### src/rtl/timer.sv
// Memory-mapped 8-bit timer/counter: prescaled tick, programmable top,
// sticky match flag and level interrupt.
module timer #(
    parameter logic [7:0] TOP_RESET = 8'hFF
) (
    input  logic       clk,
    input  logic       reset,
    input  logic       writeEnable,
    input  logic       readEnable,
    input  logic [1:0] regSelect,
    input  logic [7:0] writeData,
    output logic [7:0] Data,
    output logic       irq
);

    localparam logic [1:0] SEL_CTRL  = 2'd0;
    localparam logic [1:0] SEL_PRE   = 2'd1;
    localparam logic [1:0] SEL_TOP   = 2'd2;
    localparam logic [1:0] SEL_COUNT = 2'd3;

    logic       en_q, en_d;
    logic       auto_q, auto_d;
    logic       ie_q, ie_d;
    logic       match_q, match_d;
    logic [7:0] pre_q, pre_d;
    logic [7:0] top_q, top_d;
    logic [7:0] cnt_q, cnt_d;
    logic [7:0] ps_q, ps_d;

    logic wr_ctrl, wr_pre, wr_top, wr_cnt;
    logic tick, hit;

    assign wr_ctrl = writeEnable && (regSelect == SEL_CTRL);
    assign wr_pre  = writeEnable && (regSelect == SEL_PRE);
    assign wr_top  = writeEnable && (regSelect == SEL_TOP);
    assign wr_cnt  = writeEnable && (regSelect == SEL_COUNT);

    assign tick = en_q && (ps_q == pre_q);
    assign hit  = tick && (cnt_q == top_q);

    always_comb begin
        en_d    = en_q;
        auto_d  = auto_q;
        ie_d    = ie_q;
        match_d = match_q;
        pre_d   = pre_q;
        top_d   = top_q;
        cnt_d   = cnt_q;
        ps_d    = ps_q;

        if (en_q) begin
            ps_d = tick ? 8'd0 : ps_q + 8'd1;
        end
        if (tick) begin
            cnt_d = hit ? 8'd0 : cnt_q + 8'd1;
        end
        if (hit && !auto_q) begin
            en_d = 1'b0;
        end

        // A tick's match outranks a same-edge software clear
        if (wr_ctrl && writeData[7]) begin
            match_d = 1'b0;
        end
        if (hit) begin
            match_d = 1'b1;
        end

        if (wr_ctrl) begin
            en_d   = writeData[0];
            auto_d = writeData[1];
            ie_d   = writeData[2];
        end
        if (wr_pre) begin
            pre_d = writeData;
        end
        if (wr_top) begin
            top_d = writeData;
        end
        if (wr_cnt) begin
            cnt_d = writeData;
            ps_d  = 8'd0;
        end
    end

    always_ff @(posedge clk) begin
        if (!reset) begin
            en_q    <= 1'b0;
            auto_q  <= 1'b0;
            ie_q    <= 1'b0;
            match_q <= 1'b0;
            pre_q   <= 8'd0;
            top_q   <= TOP_RESET;
            cnt_q   <= 8'd0;
            ps_q    <= 8'd0;
        end else begin
            en_q    <= en_d;
            auto_q  <= auto_d;
            ie_q    <= ie_d;
            match_q <= match_d;
            pre_q   <= pre_d;
            top_q   <= top_d;
            cnt_q   <= cnt_d;
            ps_q    <= ps_d;
        end
    end

    always_comb begin
        Data = 8'h00;
        if (readEnable) begin
            unique case (regSelect)
                SEL_CTRL:  Data = {match_q, 4'b0000, ie_q, auto_q, en_q};
                SEL_PRE:   Data = pre_q;
                SEL_TOP:   Data = top_q;
                SEL_COUNT: Data = cnt_q;
                default:   Data = 8'h00;
            endcase
        end
    end

    assign irq = match_q & ie_q;

endmodule

### config.mk
export PLATFORM = sky130hd
export DESIGN_NAME = timer
export DESIGN_NICKNAME = d
export VERILOG_FILES = /design/src/rtl/timer.sv
export SDC_FILE = /design/constraint.sdc
export NUM_CORES = 1
export LEC_CHECK = 0
export BUFFER_PORTS_ARGS = -buffer_cell sky130_fd_sc_hd__buf_4
export CORE_MARGIN = 10
export CORE_UTILIZATION = 45
export CTS_BUF_LIST = sky130_fd_sc_hd__clkbuf_4
export DETAILED_ROUTE_END_ITERATION = 12
export PLACE_DENSITY_LB_ADDON = 0.1
export SLEW_MARGIN = 20
export SYNTH_ARGS = -nofsm -noshare
export SYNTH_HDL_FRONTEND = slang
export SYNTH_SLANG_ARGS = --single-unit
### constraint.sdc
create_clock -name clk -period 5.2 [get_ports clk]
set_clock_uncertainty 0.2 [all_clocks]
set_input_delay 0.52 -clock clk [delete_from_list [all_inputs] [get_ports clk]]
set_output_delay 0.52 -clock clk [all_outputs]
set_load 0.005 [all_outputs]
==> summary.md <==
| Metric | Value |
|---|---|
| Sequential fraction of the synthesis area | `35.6%` |
| Initial antenna violation count | `0` |
| CP Cell Sequence | `buf_4 -> nor2b_1 -> a22oi_1 -> nor2b_1 -> buf_4` |
| H-tree depth | `2` |
| 1st-iter DRT viols | `97` |
| Core area | `0.00435 sq mm` |
| CTS tree | `built` |
| Vias per cell | `5.65` |
| Post-CTS setup buffer count | `0` |
| Io pins | `23` |
| Die Ht | `87.1 um` |
| Synth Area in Compound Gates | `14.9%` |
| Relative slew margins | `45.0%` |
| ANT cells | `0` |
| Grt ovf | `0` |
| Share of the synthesized area in the top cell type | `35.6%` |
| Syn. warnings | `0` |
| Slew Limit Fails | `0` |
| Root Driver | `clkbuf_4` |
| Final Hold Fails | `0` |
| IO buf count | `22` |
| Largest net degree at the start of global routing | `32` |
| Post-DP HPWL | `3710 um` |
| Largest family of logic cells by synthesized area | `simple AND/OR/NAND/NOR gates` |
| Multi-input gate area | `0.00125 sq mm` |
| First-pass GRT wire length | `8490 um` |
| Design Power | `520 uW` |
| Most common cell in the netlist | `nand2_1` |
| EDFF count, synth | `0` |
| Share of layout cells above drive strength 1 | `15.6%` |
| Final period util | `50.1%` |
| RSZ-0062 raised after global routing | `no` |
| Worst vdd ir | `0.0857 mV` |
| FMAX | `384 MHz` |
| Crit. End Element | `output port` |
| Status | `finished, final reports clean` |
| First drt pass iteration count | `4` |
| Post-CTS Hold Buffers | `0` |
| Dominant cells by area after synthesis | `dfxtp_1 36%, nand2_1 6.9%, nand3_1 6.4%` |
| Ys async rst share | `0%` |
| Max cap viols | `0` |
| # fillers | `408` |
| Routed wire per std cell | `16.1 um` |
| XOR/XNOR share of the synthesized area | `9.52%` |
| Worst Path Max Fanout | `13` |
| Gr usage total | `14.0%` |
| Nets@finish | `271` |
| FF+latch count, synth | `36` |
| Synthesized instance count | `237` |
| Dominant cell type by area after synthesis | `dfxtp_1` |
| Clk pin slew, worst setup/hold paths | `110 ps` |
| Largest stage delay on the critical path | `690 ps` |
| Crit Path Category | `in2out` |
| Worst skew pair latency | `350 ps` |
| Worst Path Required | `4480 ps` |
| Post-Syn Area per Cell | `8.54 sq um` |
| HP Class | `in2reg` |
| Final GP Congestion | `0.811` |
| CTS buffer count | `5` |
| Mux contribution to synthesized area | `7.17%` |
| Endpoints failing setup | `0` |
| Commonest cells in the netlist | `37 x nand2_1, 36 x dfxtp_1, 26 x nand3_1` |
| Syn Nets | `253` |
| Final min period | `2600 ps` |
| CP max-delay cell | `nor2b_1` |
| Initial core utilization | `46.5%` |
| Sequential Area | `721 sq um` |
| Startpoint Class | `input port` |
| Arrival time at the worst endpoint | `1880 ps` |
| Vias | `1741` |
| Full die area | `0.00758 sq mm` |
| DRC | `0` |
| Setup TNS | `0 ps` |
| Power Density | `231 mW/mm^2` |
| Top FF cell, synth | `dfxtp_1` |
| CTS sink cnt | `36` |
| Vias in the first global route | `1693` |
| Post_cts resized | `0` |
| Simple-Gate Fraction of Synth Area | `28.8%` |
| Leak Pwr | `0.000827 uW` |
| Count of cell types in the netlist | `39` |
| Die width | `87.1 um` |
| # rows | `24` |
| Mapped cell area | `0.00202 sq mm` |
| Adder-cell share of the synthesized area | `1.24%` |
| Worst-margin pin slew | `823 ps` |
| Synthesis-to-finish area growth | `11.3%` |
| Antenna Nets Post-Route | `0` |
| Max clock buf depth | `2` |
| Drt total wl | `4970 um` |
[final cells by class]
type	count	area share, %
Clock buffer	5	1.67
Sequential cell	36	32.0
Multi-Input combinational cell	189	55.3
Tap cell	52	2.89
Clock inverter	3	0.611
Timing Repair Buffer	22	7.33
Inverter	1	0.167
[where the power goes]
group          switching [uW]  internal [uW]  total [uW]
sequential               11.8            285         297
combinational            42.4           35.9        78.3
clock                    95.5           49.6         145
[critical path: cells and delay by family]
family,cells,cell delay [ps]
buffers and inverters,2,310
AOI/OAI and AO/OA,1,200
and+or+nand+nor,2,850
[final timing paths]
| check | startpoint | to | slack [ps] | depth (start not counted) |
|---|---|---|---|---|
| setup / recovery | regSelect[0] | Data[5] | 2600 | 5 |
| hold / removal | writeData[5] | top_q[5] | 210 | 3 |
| setup reg to reg | cnt_q[0] | en_q | 3250 | 5 |
| hold reg to reg | ie_q | ie_q | 290 | 2 |
[flip-flops by register name, indices dropped and copies added (netlist names)]
register / flops
pre_q: 8
match_q: 1
ie_q: 1
cnt_q: 8
en_q: 1
ps_q: 8
top_q: 8
auto_q: 1
[stage by stage]
step | hold slack (ps) | area (sq um) | utilization [%] | setup slack, ps | instances
finish | 211 | 2250 | 51.7 | 2600 | 308
global route | 204 | 2250 | 51.7 | 2340 | 308
CTS | 198 | 2250 | 51.7 | 2600 | 308
detailed placement | 276 | 2200 | 50.5 | 2610 | 300
global placement | 260 | 2200 | 50.5 | 2660 | 300
floorplan | 241 | 2020 | - | 3110 | 237
[routing by layer]
layer,vias up,global-route usage (%),part of all wire (%)
met5,-,0,0
met4,0,4.42,1.1
met3,5,4.68,8.6
met2,51,20.6,43
met1,806,18.8,47
li1,879,-,-
[cell families (layout without fill, tap and decap cells)]
kind of cell               count (synthesis)  in the layout
and+or+nand+nor                          108            108
AOI/OAI and AO/OA                         48             48
DFF                                       36             36
xor gates and xnor gates                  22             22
buffers and inverters                     12             31
muxes                                      9              9
adders and majority gates                  2              2
[cell usage in the layout, fill, tap and decap left out, types with 2 or more instances in the layout]
cell,n
mux2_1,4
and3_1,3
nand3b_1,2
nand2b_1,2
nand3_1,26
xnor2_1,11
nor2_1,12
nor4_4,2
a21boi_0,2
xor2_1,11
clkbuf_4,5
a22oi_1,4
nand4_1,3
o21ai_0,8
o21ai_1,7
a21boi_1,11
a21oi_1,5
clkinv_2,2
ha_1,2
mux4_2,4
buf_4,22
nand4b_1,3
nor2b_1,5
dfxtp_1,36
a31oi_1,7
nand2_1,37
and2_1,6
o22ai_1,2
Power figures use the tool's default switching activity.
